**config.mk**
```make
export PLATFORM = sky130hd
export DESIGN_NAME = mem_stage_flat
export DESIGN_NICKNAME = d
export VERILOG_FILES = /design/src/rtl/mem_stage_if.sv /design/src/rtl/mem_stage.sv /design/src/flat_wrapper.sv
export SDC_FILE = /design/constraint.sdc
export NUM_CORES = 1
export LEC_CHECK = 0
export BUFFER_PORTS_ARGS = -buffer_cell sky130_fd_sc_hd__clkbuf_2
export CAP_MARGIN = 0
export CORE_UTILIZATION = 40
export DETAILED_ROUTE_END_ITERATION = 10
export PLACE_DENSITY_LB_ADDON = 0.08
export SLEW_MARGIN = 20
export SYNTH_ARGS = -nofsm -noshare
export SYNTH_HDL_FRONTEND = slang
export SYNTH_SLANG_ARGS = --single-unit
```
**constraint.sdc**
```tcl
create_clock -name clk -period 1.9 [get_ports clk]
set_input_delay 0 -clock clk [delete_from_list [all_inputs] [get_ports clk]]
set_output_delay 0 -clock clk [all_outputs]
set_load 0.005 [all_outputs]
```
**src/rtl/mem_stage_if.sv**
```systemverilog
// -----------------------------------------------------------------------------
// mem_stage_if
// Bundles the buses around the MEM stage: the EX/MEM inputs, the dmemory
// request/response pair and the MEM/WB outputs.
//   ex_*        : instruction arriving from the EX/MEM register
//   dmem_*      : dmemory address, read/write, size, store data, read data
//   wb_*        : MEM/WB register contents presented to writeback
// Modports:
//   slave  : the MEM stage itself
//   master : whoever drives EX/MEM and dmemory read data (pipeline or bench)
// -----------------------------------------------------------------------------
interface mem_stage_if #(
    parameter int XLEN      = 32,
    parameter int REG_IDX_W = 5
);
    logic                 ex_valid;
    logic [XLEN-1:0]      ex_alu_result;
    logic [XLEN-1:0]      ex_rs2_data;
    logic [2:0]           ex_funct3;
    logic                 ex_mem_read;
    logic                 ex_mem_write;
    logic                 ex_reg_write;
    logic [REG_IDX_W-1:0] ex_rd;

    logic [XLEN-1:0]      dmem_address;
    logic                 dmem_read_write;
    logic [1:0]           dmem_access_size;
    logic [XLEN-1:0]      dmem_data_in;
    logic [XLEN-1:0]      dmem_data_out;

    logic                 wb_valid;
    logic                 wb_reg_write;
    logic [REG_IDX_W-1:0] wb_rd;
    logic [XLEN-1:0]      wb_data;
    logic                 wb_misaligned;

    modport slave (
        input  ex_valid, ex_alu_result, ex_rs2_data, ex_funct3,
               ex_mem_read, ex_mem_write, ex_reg_write, ex_rd,
               dmem_data_out,
        output dmem_address, dmem_read_write, dmem_access_size, dmem_data_in,
               wb_valid, wb_reg_write, wb_rd, wb_data, wb_misaligned
    );

    modport master (
        output ex_valid, ex_alu_result, ex_rs2_data, ex_funct3,
               ex_mem_read, ex_mem_write, ex_reg_write, ex_rd,
               dmem_data_out,
        input  dmem_address, dmem_read_write, dmem_access_size, dmem_data_in,
               wb_valid, wb_reg_write, wb_rd, wb_data, wb_misaligned
    );
endinterface

```
**src/rtl/mem_stage.sv**
```systemverilog
// -----------------------------------------------------------------------------
// mem_stage
// MEM stage of the five-stage pipeline. Drives dmemory from the EX/MEM
// instruction, flags misaligned half/word accesses, owns the MEM/WB register
// and lane-selects / extends dmemory read data into the writeback value.
// A small LIVE/HELD FSM captures load data when MEM/WB is stalled, because
// dmemory keeps returning data for whatever address EX/MEM presents.
// Ports:
//   clk    : rising-edge clock
//   reset  : synchronous, active-high; wins over stall and flush
//   stall  : hold MEM/WB and held load data; suppress dmemory writes
//   flush  : squash the instruction entering MEM/WB (ignored while stalled)
//   bus    : mem_stage_if.slave carrying the ex_*, dmem_* and wb_* signals
// -----------------------------------------------------------------------------
module mem_stage #(
    parameter int XLEN      = 32,
    parameter int REG_IDX_W = 5
) (
    input  logic           clk,
    input  logic           reset,
    input  logic           stall,
    input  logic           flush,
    mem_stage_if.slave     bus
);

    localparam logic [1:0] SIZE_HALF = 2'd1;
    localparam logic [1:0] SIZE_WORD = 2'd2;

    typedef enum logic {
        LIVE,
        HELD
    } hold_state_e;

    typedef struct packed {
        logic                 valid;
        logic                 reg_write;
        logic [REG_IDX_W-1:0] rd;
        logic [XLEN-1:0]      alu_result;
        logic [2:0]           funct3;
        logic [1:0]           off;
        logic                 is_load;
        logic                 misaligned;
    } mem_wb_t;

    mem_wb_t     wb_q, wb_d;
    hold_state_e state_q, state_d;
    logic [XLEN-1:0] held_q, held_d;

    logic [1:0]      size;
    logic            misalign;
    logic            ex_live;
    logic [XLEN-1:0] extracted;
    logic [7:0]      lane_byte;
    logic [15:0]     lane_half;

    // ------------------------------------------------------------------
    // Request path: combinational straight from EX/MEM
    // ------------------------------------------------------------------
    assign size     = bus.ex_funct3[1:0];
    assign misalign = (bus.ex_mem_read | bus.ex_mem_write) &
                      (((size == SIZE_HALF) & bus.ex_alu_result[0]) |
                       ((size == SIZE_WORD) & (bus.ex_alu_result[1:0] != 2'b00)));
    assign ex_live  = bus.ex_valid & ~flush;

    assign bus.dmem_address     = bus.ex_alu_result;
    assign bus.dmem_access_size = size;
    assign bus.dmem_data_in     = bus.ex_rs2_data;
    // A write must not fire for a squashed, stalled, reset or misaligned store.
    assign bus.dmem_read_write  = bus.ex_valid & bus.ex_mem_write & ~misalign &
                                  ~stall & ~flush & ~reset;

    // ------------------------------------------------------------------
    // MEM/WB register next state
    // ------------------------------------------------------------------
    // NOTE: every always_comb output takes a default first so no path leaves
    // it unassigned; an unassigned path would infer a latch.
    always_comb begin
        wb_d = wb_q;
        if (!stall) begin
            wb_d.valid      = ex_live;
            wb_d.reg_write  = bus.ex_reg_write & ~misalign & ex_live;
            wb_d.rd         = bus.ex_rd;
            wb_d.alu_result = bus.ex_alu_result;
            wb_d.funct3     = bus.ex_funct3;
            wb_d.off        = bus.ex_alu_result[1:0];
            wb_d.is_load    = bus.ex_mem_read;
            wb_d.misaligned = misalign & ex_live;
        end
    end

    // ------------------------------------------------------------------
    // Load extract from the live dmemory word
    // ------------------------------------------------------------------
    always_comb begin
        lane_byte = 8'd0;
        lane_half = 16'd0;
        case (wb_q.off)
            2'd0:    lane_byte = bus.dmem_data_out[7:0];
            2'd1:    lane_byte = bus.dmem_data_out[15:8];
            2'd2:    lane_byte = bus.dmem_data_out[23:16];
            default: lane_byte = bus.dmem_data_out[31:24];
        endcase
        lane_half = wb_q.off[1] ? bus.dmem_data_out[31:16] : bus.dmem_data_out[15:0];

        case (wb_q.funct3)
            3'b000:  extracted = {{(XLEN-8){lane_byte[7]}}, lane_byte};
            3'b001:  extracted = {{(XLEN-16){lane_half[15]}}, lane_half};
            3'b100:  extracted = {{(XLEN-8){1'b0}}, lane_byte};
            3'b101:  extracted = {{(XLEN-16){1'b0}}, lane_half};
            default: extracted = bus.dmem_data_out;
        endcase
    end

    // ------------------------------------------------------------------
    // Held-load FSM: freeze the extracted value on the first stalled cycle
    // ------------------------------------------------------------------
    always_comb begin
        state_d = state_q;
        held_d  = held_q;
        case (state_q)
            LIVE: begin
                if (stall && wb_q.valid && wb_q.is_load) begin
                    state_d = HELD;
                    held_d  = extracted;
                end
            end
            HELD: begin
                if (!stall) begin
                    state_d = LIVE;
                end
            end
            default: state_d = LIVE;
        endcase
    end

    // NOTE: sequential state uses non-blocking assignments so every register
    // samples its pre-edge inputs regardless of statement order.
    always_ff @(posedge clk) begin
        if (reset) begin
            wb_q    <= '0;
            state_q <= LIVE;
            held_q  <= '0;
        end else begin
            wb_q    <= wb_d;
            state_q <= state_d;
            held_q  <= held_d;
        end
    end

    // ------------------------------------------------------------------
    // Writeback outputs
    // ------------------------------------------------------------------
    assign bus.wb_valid      = wb_q.valid;
    assign bus.wb_reg_write  = wb_q.reg_write;
    assign bus.wb_rd         = wb_q.rd;
    assign bus.wb_misaligned = wb_q.misaligned;
    assign bus.wb_data       = !wb_q.is_load  ? wb_q.alu_result :
                               (state_q == HELD) ? held_q : extracted;

endmodule
```
**src/flat_wrapper.sv**
```systemverilog
// flat-port wrapper written by rule: the top's interface ports become plain ports
module mem_stage_flat 
#(
    parameter int XLEN      = 32,
    parameter int REG_IDX_W = 5
)
  (clk, reset, stall, flush, bus_ex_valid, bus_ex_alu_result, bus_ex_rs2_data, bus_ex_funct3, bus_ex_mem_read, bus_ex_mem_write, bus_ex_reg_write, bus_ex_rd, bus_dmem_data_out, bus_dmem_address, bus_dmem_read_write, bus_dmem_access_size, bus_dmem_data_in, bus_wb_valid, bus_wb_reg_write, bus_wb_rd, bus_wb_data, bus_wb_misaligned);
  mem_stage_if #(.XLEN(XLEN), .REG_IDX_W(REG_IDX_W)) bus_i ();
  input  logic clk;
  input  logic reset;
  input  logic stall;
  input  logic flush;
  input wire logic [$bits(bus_i.ex_valid)-1:0] bus_ex_valid;
  input wire logic [$bits(bus_i.ex_alu_result)-1:0] bus_ex_alu_result;
  input wire logic [$bits(bus_i.ex_rs2_data)-1:0] bus_ex_rs2_data;
  input wire logic [$bits(bus_i.ex_funct3)-1:0] bus_ex_funct3;
  input wire logic [$bits(bus_i.ex_mem_read)-1:0] bus_ex_mem_read;
  input wire logic [$bits(bus_i.ex_mem_write)-1:0] bus_ex_mem_write;
  input wire logic [$bits(bus_i.ex_reg_write)-1:0] bus_ex_reg_write;
  input wire logic [$bits(bus_i.ex_rd)-1:0] bus_ex_rd;
  input wire logic [$bits(bus_i.dmem_data_out)-1:0] bus_dmem_data_out;
  output wire logic [$bits(bus_i.dmem_address)-1:0] bus_dmem_address;
  output wire logic [$bits(bus_i.dmem_read_write)-1:0] bus_dmem_read_write;
  output wire logic [$bits(bus_i.dmem_access_size)-1:0] bus_dmem_access_size;
  output wire logic [$bits(bus_i.dmem_data_in)-1:0] bus_dmem_data_in;
  output wire logic [$bits(bus_i.wb_valid)-1:0] bus_wb_valid;
  output wire logic [$bits(bus_i.wb_reg_write)-1:0] bus_wb_reg_write;
  output wire logic [$bits(bus_i.wb_rd)-1:0] bus_wb_rd;
  output wire logic [$bits(bus_i.wb_data)-1:0] bus_wb_data;
  output wire logic [$bits(bus_i.wb_misaligned)-1:0] bus_wb_misaligned;
  assign bus_i.ex_valid = bus_ex_valid;
  assign bus_i.ex_alu_result = bus_ex_alu_result;
  assign bus_i.ex_rs2_data = bus_ex_rs2_data;
  assign bus_i.ex_funct3 = bus_ex_funct3;
  assign bus_i.ex_mem_read = bus_ex_mem_read;
  assign bus_i.ex_mem_write = bus_ex_mem_write;
  assign bus_i.ex_reg_write = bus_ex_reg_write;
  assign bus_i.ex_rd = bus_ex_rd;
  assign bus_i.dmem_data_out = bus_dmem_data_out;
  assign bus_dmem_address = bus_i.dmem_address;
  assign bus_dmem_read_write = bus_i.dmem_read_write;
  assign bus_dmem_access_size = bus_i.dmem_access_size;
  assign bus_dmem_data_in = bus_i.dmem_data_in;
  assign bus_wb_valid = bus_i.wb_valid;
  assign bus_wb_reg_write = bus_i.wb_reg_write;
  assign bus_wb_rd = bus_i.wb_rd;
  assign bus_wb_data = bus_i.wb_data;
  assign bus_wb_misaligned = bus_i.wb_misaligned;
  mem_stage #(.XLEN(XLEN), .REG_IDX_W(REG_IDX_W)) u_core (.clk(clk), .reset(reset), .stall(stall), .flush(flush), .bus(bus_i));
endmodule
```
* Word-level counts from Yosys, hierarchy flattened *
Cells that the tools add are included.

operators by class
  equality and inequality tests = 7
  reduce and logical (&&, ||, !) cells = 6
  muxes and demuxes = 8
  bitwise operators = 19

operator list
  kind                  number
  $pmux W32 S4          1
  $mux W32              2
  $pmux W8 S3           1
  $mux W16              1
  $and A1 B1 Y1         12
  $eq A3 B3 Y1 const B  2
  $not A1 Y1            5
  $eq A2 B1 Y1 const B  2
  $eq A2 B2 Y1 const B  2
  $eq A3 B1 Y1 const B  1
  $logic_not A3 Y1      1
  $logic_and A1 B1 Y1   2
  $logic_not A2 Y1      1
  $mux W1               2
  $or A1 B1 Y1          2
  $pmux W1 S2           1
  $reduce_and A2 Y1     1
  $reduce_bool A2 Y1    1

word-level totals
  logic and storage cells = 50
  output and inout bits = 107
  register bits = 79
  input bits = 112

* Depth between registers and ports, before layout *
  depth after elaboration = 9
  depth in mapped cells = 8

* Worst setup path after synthesis *
Ideal clock, no wire load.

  path type = register to register
  start point = register u_core.wb_q[2] in the netlist's numbering
  end point = register u_core.held_q[10]
  buffers on the path = 0
  library setup time = 0.142 ns
  arrival time = 1.406 ns
  clock period less this slack = 1.548 ns
  required time = 1.758 ns
  slack = 0.352 ns
  stages on the path, launching flop included = 5
  cells stage by stage = dfxtp_1 -> mux4_2 -> and3b_4 -> nor2_8 -> a211oi_2

on the way
  longest elaborated chain between the ends = 3

RTL lines
  item                                        line              RTL
  start, declared                             mem_stage.sv:45   mem_wb_t wb_q, wb_d;
  start signal, assigned                      mem_stage.sv:144  wb_q <= wb_d;
  $eq A2 B2 Y1, or another cell as far along  mem_stage.sv:97   case (wb_q.off)
  $pmux W8 S3 (*)                             mem_stage.sv:97
  $pmux W32 S4 (*)                            mem_stage.sv:105  case (wb_q.funct3)
  end signal, assigned                        mem_stage.sv:146  held_q <= held_d;
  end, declared                               mem_stage.sv:47   logic [XLEN-1:0] held_q, held_d;

Every way passes the cells marked *; elsewhere a longest branch is shown, timed or not.
A chain may end at the register's enable or synchronous reset.

* Final worst setup path *
  start point = register u_core.wb_q[4] in the netlist's numbering
  end point = output port bus_wb_data[1]

on the way
  longest elaborated chain between the ends = 4

RTL lines
  item                                        line                RTL
  $eq A3 B3 Y1, or another cell as far along  mem_stage.sv:105
  $pmux W32 S4 (*)                            mem_stage.sv:105
  $mux W32 (*)                                mem_stage.sv:158    (state_q == HELD) ? held_q : extracted;
  $mux W32 (*)                                mem_stage.sv:157    assign bus.wb_data = !wb_q.is_load ? wb_q.alu_result :
  end, declared                               flat_wrapper.sv:29  output wire logic [$bits(bus_i.wb_data)-1:0] bus_wb_data;

Marks and branches as above.

==> impl.org <==
** Finish
- In the layout the commonest cells are sky130_fd_sc_hd__clkbuf_2 (152), sky130_fd_sc_hd__nor2_1 (81), sky130_fd_sc_hd__dfxtp_1 (72).
- Number of inserted diodes :: 0
- Final standard cell count with taps included and fillers excluded :: 796
- Once layout is done, the placed cells without fillers occupy 0.00583 mm^2.
- Number of nets in the layout :: 763
- Leading cell type in the layout, fill and taps excluded :: sky130_fd_sc_hd__clkbuf_2
- From synthesis to final layout, the design area changed by 28.3%.
- Counting the fill cells in the layout gives 1,061.
- Fraction of layout instances using a drive strength above 1 :: 36.9%

** STA
- Worst slew margin :: 56.5%
- The final critical path takes up 99.6% of the cycle.
- Worst-Margin Slew :: 0.653 ns
- Highest Clock Rate :: 0.528 GHz
- # setup viols final :: 0
- Post-route minimum period :: 1.89 ns
- Count of final max-slew check failures :: 0
- Final count of hold timing violations :: 0
- Once routing completed, OpenROAD measured the worst setup slack at 0.00719 ns.
- Skew final :: 0.00836 ns
- Setup repair after global routing missed its margin :: yes

** Detailed routing
- The first detailed-routing pass ran for 5 iterations.
- After the first detailed-routing iteration, the DRC count stood at 172.
- The count of nets left with antenna violations once routing finished came out at 0.
- Routed length per instance :: 16.5 um
- The routed design has 13.2 mm of wire.
- Across all layers, the routed design uses 4,111 vias.
- After detailed routing, the number of remaining DRC violations is 0.
- Via-to-Cell Ratio :: 5.16

** Worst setup path
- The worst setup path is captured at a primary output.
- The number of cells on the worst reg-to-reg path is 5.
- In this run the critical register-to-register path is launched from u_core.wb_q[2].
- R2r endpoint :: u_core.held_q[11]
- Along the worst path, the maximum fanout reaches 8.
- Category of the worst setup path launch point :: flop
- For the worst setup path, the data required time is 1.90 ns.
- For flop-to-flop paths, the worst setup slack is 0.22 ns.
- At the worst endpoint, the arrival time is 1.89 ns.
- Worst Setup Path Type :: flop to primary output

** Placement
- Number of placed instances with taps included :: 730
- At the placement stage, the worst setup path has a slack of 0.252 ns.
- Port Buffers :: 154
- Final Wtd Congestion :: 0.903
- Once detailed placement completed, the half-perimeter wirelength came to 9.32 mm.
- Once placement finished, the instance area stood at 0.00493 mm^2.

** Global routing
- Grt peak-use layer :: met2
- Entering global routing, the biggest net connects 64 pins.
- The number of antenna violations at the first check in global routing came to 0.
- The via count of the first global-routing pass was 3,832.
- In the global route stage, met3 resource usage came out at 3.44%.
- Gr ovfl total :: 0
- All-layer global routing usage :: 22.4%
- For this run, global-route usage on met1 was measured as 29.2%.
- In the global route stage, met2 resource usage came out at 36.3%.
- Wire length of the first global-routing pass :: 20.0 mm

** Power and ir drop
- Gate power share :: 19.3%
- Clock Power Share :: 40.4%
- Switch Pwr :: 1160 uW
- Worst VDD drop :: 0.410 mV
- The share of total power dissipated in sequential elements is 40.3%.
- In this run switching power makes up 27.3% of total power.
- Total leakage power :: 0.00243 uW
- Cell Pwr Density :: 728 mW/mm^2
- The internal power of the cells totals 3080 uW.

** Synth
- The share of the Yosys chip area taken by registers is 33.9%.
- Syn Inst Count :: 527
- Number of nets produced by synthesis :: 639
- Post-synth design cell area :: 0.00454 mm^2
- Number of synthesized register bits :: 77
- Synthesized area per cell :: 8.62 um^2
- Synthesis instantiated 39 different standard cells from the library.
- The Yosys step of the flow raised 0 warnings.

** Min path
- The worst hold path terminates at bus_dmem_data_in[15].
- The startpoint identified for the worst hold timing path is bus_ex_rs2_data[15].
- The path class of the tightest hold or removal check is input pin to primary output.
- Hold path depth :: 0

** CTS
- The clock passes through at most 2 buffers.
- The clock net in this run drives a total of 77 sinks.
- After clock tree synthesis, the clock-pin slew on the worst setup and hold paths is 0.06 ns.
- In this run, CTS created clock tree buffers numbering 9.
- Clock root cell :: sky130_fd_sc_hd__clkbuf_16
- Clock latency on the worst-skew pair, taken at its later pin, is 0.34 ns.
- TritonCTS clock tree :: built
- # H-tree levels :: 3

** Floorplanning
- Pin placement for this block handled 219 I/O pins.
- Die span in x :: 109 um
- The core region is 0.0109 mm^2.
- Row Count :: 38
- Die footprint :: 0.0118 mm^2
- Once the floorplan was initialized, standard cells occupied 41.5% of the core.
- Die Y-Extent :: 109 um

** Run status
- Result of the run :: finished clean

** Flow run
- MaxCap Viol Count :: 0
metal layers:
metal / part of all wire, % / routed length, um
met5: 0 / 0
met4: 3.0 / 397
met3: 5.5 / 724
met2: 48 / 6350
met1: 43 / 5690
worst max path at each step:
| stage | start | end | cells past startpoint |
|---|---|---|---|
| after floorplan | u_core.wb_q[2] | u_core.held_q[10] | 4 |
| after global placement | u_core.wb_q[2] | bus_wb_data[0] | 5 |
| after detailed placement | u_core.wb_q[2] | bus_wb_data[0] | 5 |
| after CTS | u_core.wb_q[4] | bus_wb_data[0] | 5 |
| after global routing | u_core.wb_q[4] | bus_wb_data[4] | 5 |
| final | u_core.wb_q[4] | bus_wb_data[1] | 5 |
cells in the mapped netlist (all sizes together):
master | n | area [um^2]
buf | 95 | 676
nor2 | 85 | 350
dfxtp | 77 | 1540
mux2i | 52 | 533
a21oi | 40 | 223
o21ai | 34 | 170
a211oi | 31 | 318
nand3b | 29 | 218
nand2 | 21 | 78.8
nor2b | 16 | 100
clkbuf | 13 | 48.8
a221oi | 8 | 70.1
a31oi | 7 | 43.8
nand2b | 3 | 18.8
nor3b | 2 | 26.3
a211o | 1 | 8.76
and2b | 1 | 7.51
and3b | 1 | 12.5
inv | 1 | 3.75
mux4 | 1 | 22.5
nand3 | 1 | 10.0
nor3 | 1 | 5.00
nor4 | 1 | 6.26
nor4b | 1 | 8.76
o21bai | 1 | 11.3
o41ai | 1 | 8.76
or2 | 1 | 6.26
or2b | 1 | 7.51
or3b | 1 | 8.76
worst max-delay path, stage by stage, from the launching register on:
cell and delay (ns):
sky130_fd_sc_hd__dfxtp_4 0.38, sky130_fd_sc_hd__and2b_1 0.28, sky130_fd_sc_hd__o21bai_2 0.16, sky130_fd_sc_hd__a221oi_1 0.46, sky130_fd_sc_hd__o21ai_1 0.15, sky130_fd_sc_hd__clkbuf_2 0.13
layout make-up:
type                            count  area (um^2)  share of cell area (%)
Multi-Input combinational cell    341         2350                    40.3
Sequential cell                    77         1560                    26.7
Timing Repair Buffer              221         1450                    24.9
Clock buffer                       10          229                    3.93
Tap cell                          140          175                    3.01
Clock inverter                      6         63.8                    1.09
Inverter                            1         3.75                  0.0644
flip-flops by register name, indices dropped and copies added (netlist names):
| register | count |
|---|---|
| u_core.wb_q | 36 |
| u_core.held_q | 32 |
| u_core.bus.wb_rd | 5 |
| u_core.bus.wb_misaligned | 1 |
| u_core.bus.wb_reg_write | 1 |
| u_core.bus.wb_valid | 1 |
| u_core.state_q | 1 |
metrics by stage:
step	utilization, %	power [uW]	hold slack, ns	TNS [ns]
floorplan	-	2240	0.0808	0
global placement	45.1	2450	0.0000346	0
detailed placement	45.1	2460	0.0000346	0
CTS	52.5	4250	0.0000346	-0.0481
global route	53.3	4440	0.00000887	-0.419
finish	53.3	4240	0.00000225	0
what timing repair did:
action / CTS / global route
gates cloned: 0 / 0
pin swaps: 1 / 5
hold buffers: 47 / 0
setup buffers: 1 / 2
resized for setup: 11 / 17
hold endpoints to repair: 47 / 0
setup endpoints to repair: 18 / 31
power groups by stage:
stage	Sequential, uW	Combinational, uW	Clock (uW)
2_1_floorplan	1730	508	0
3_5_place_dp	1750	708	0
5_1_grt	1720	896	1820
3_3_place_gp	1750	705	0
4_1_cts	1710	795	1750
6_report	1710	819	1710
cell families after synthesis:
family                 count (synthesis)  synth area share (%)
DFF                                   77                  33.9
muxes                                 53                  12.2
buffers and inverters                109                  16.0
and+or+nand+nor                      165                  19.0
AOI/OAI and AO/OA                    123                  18.8
Power figures use the tool's default switching activity.
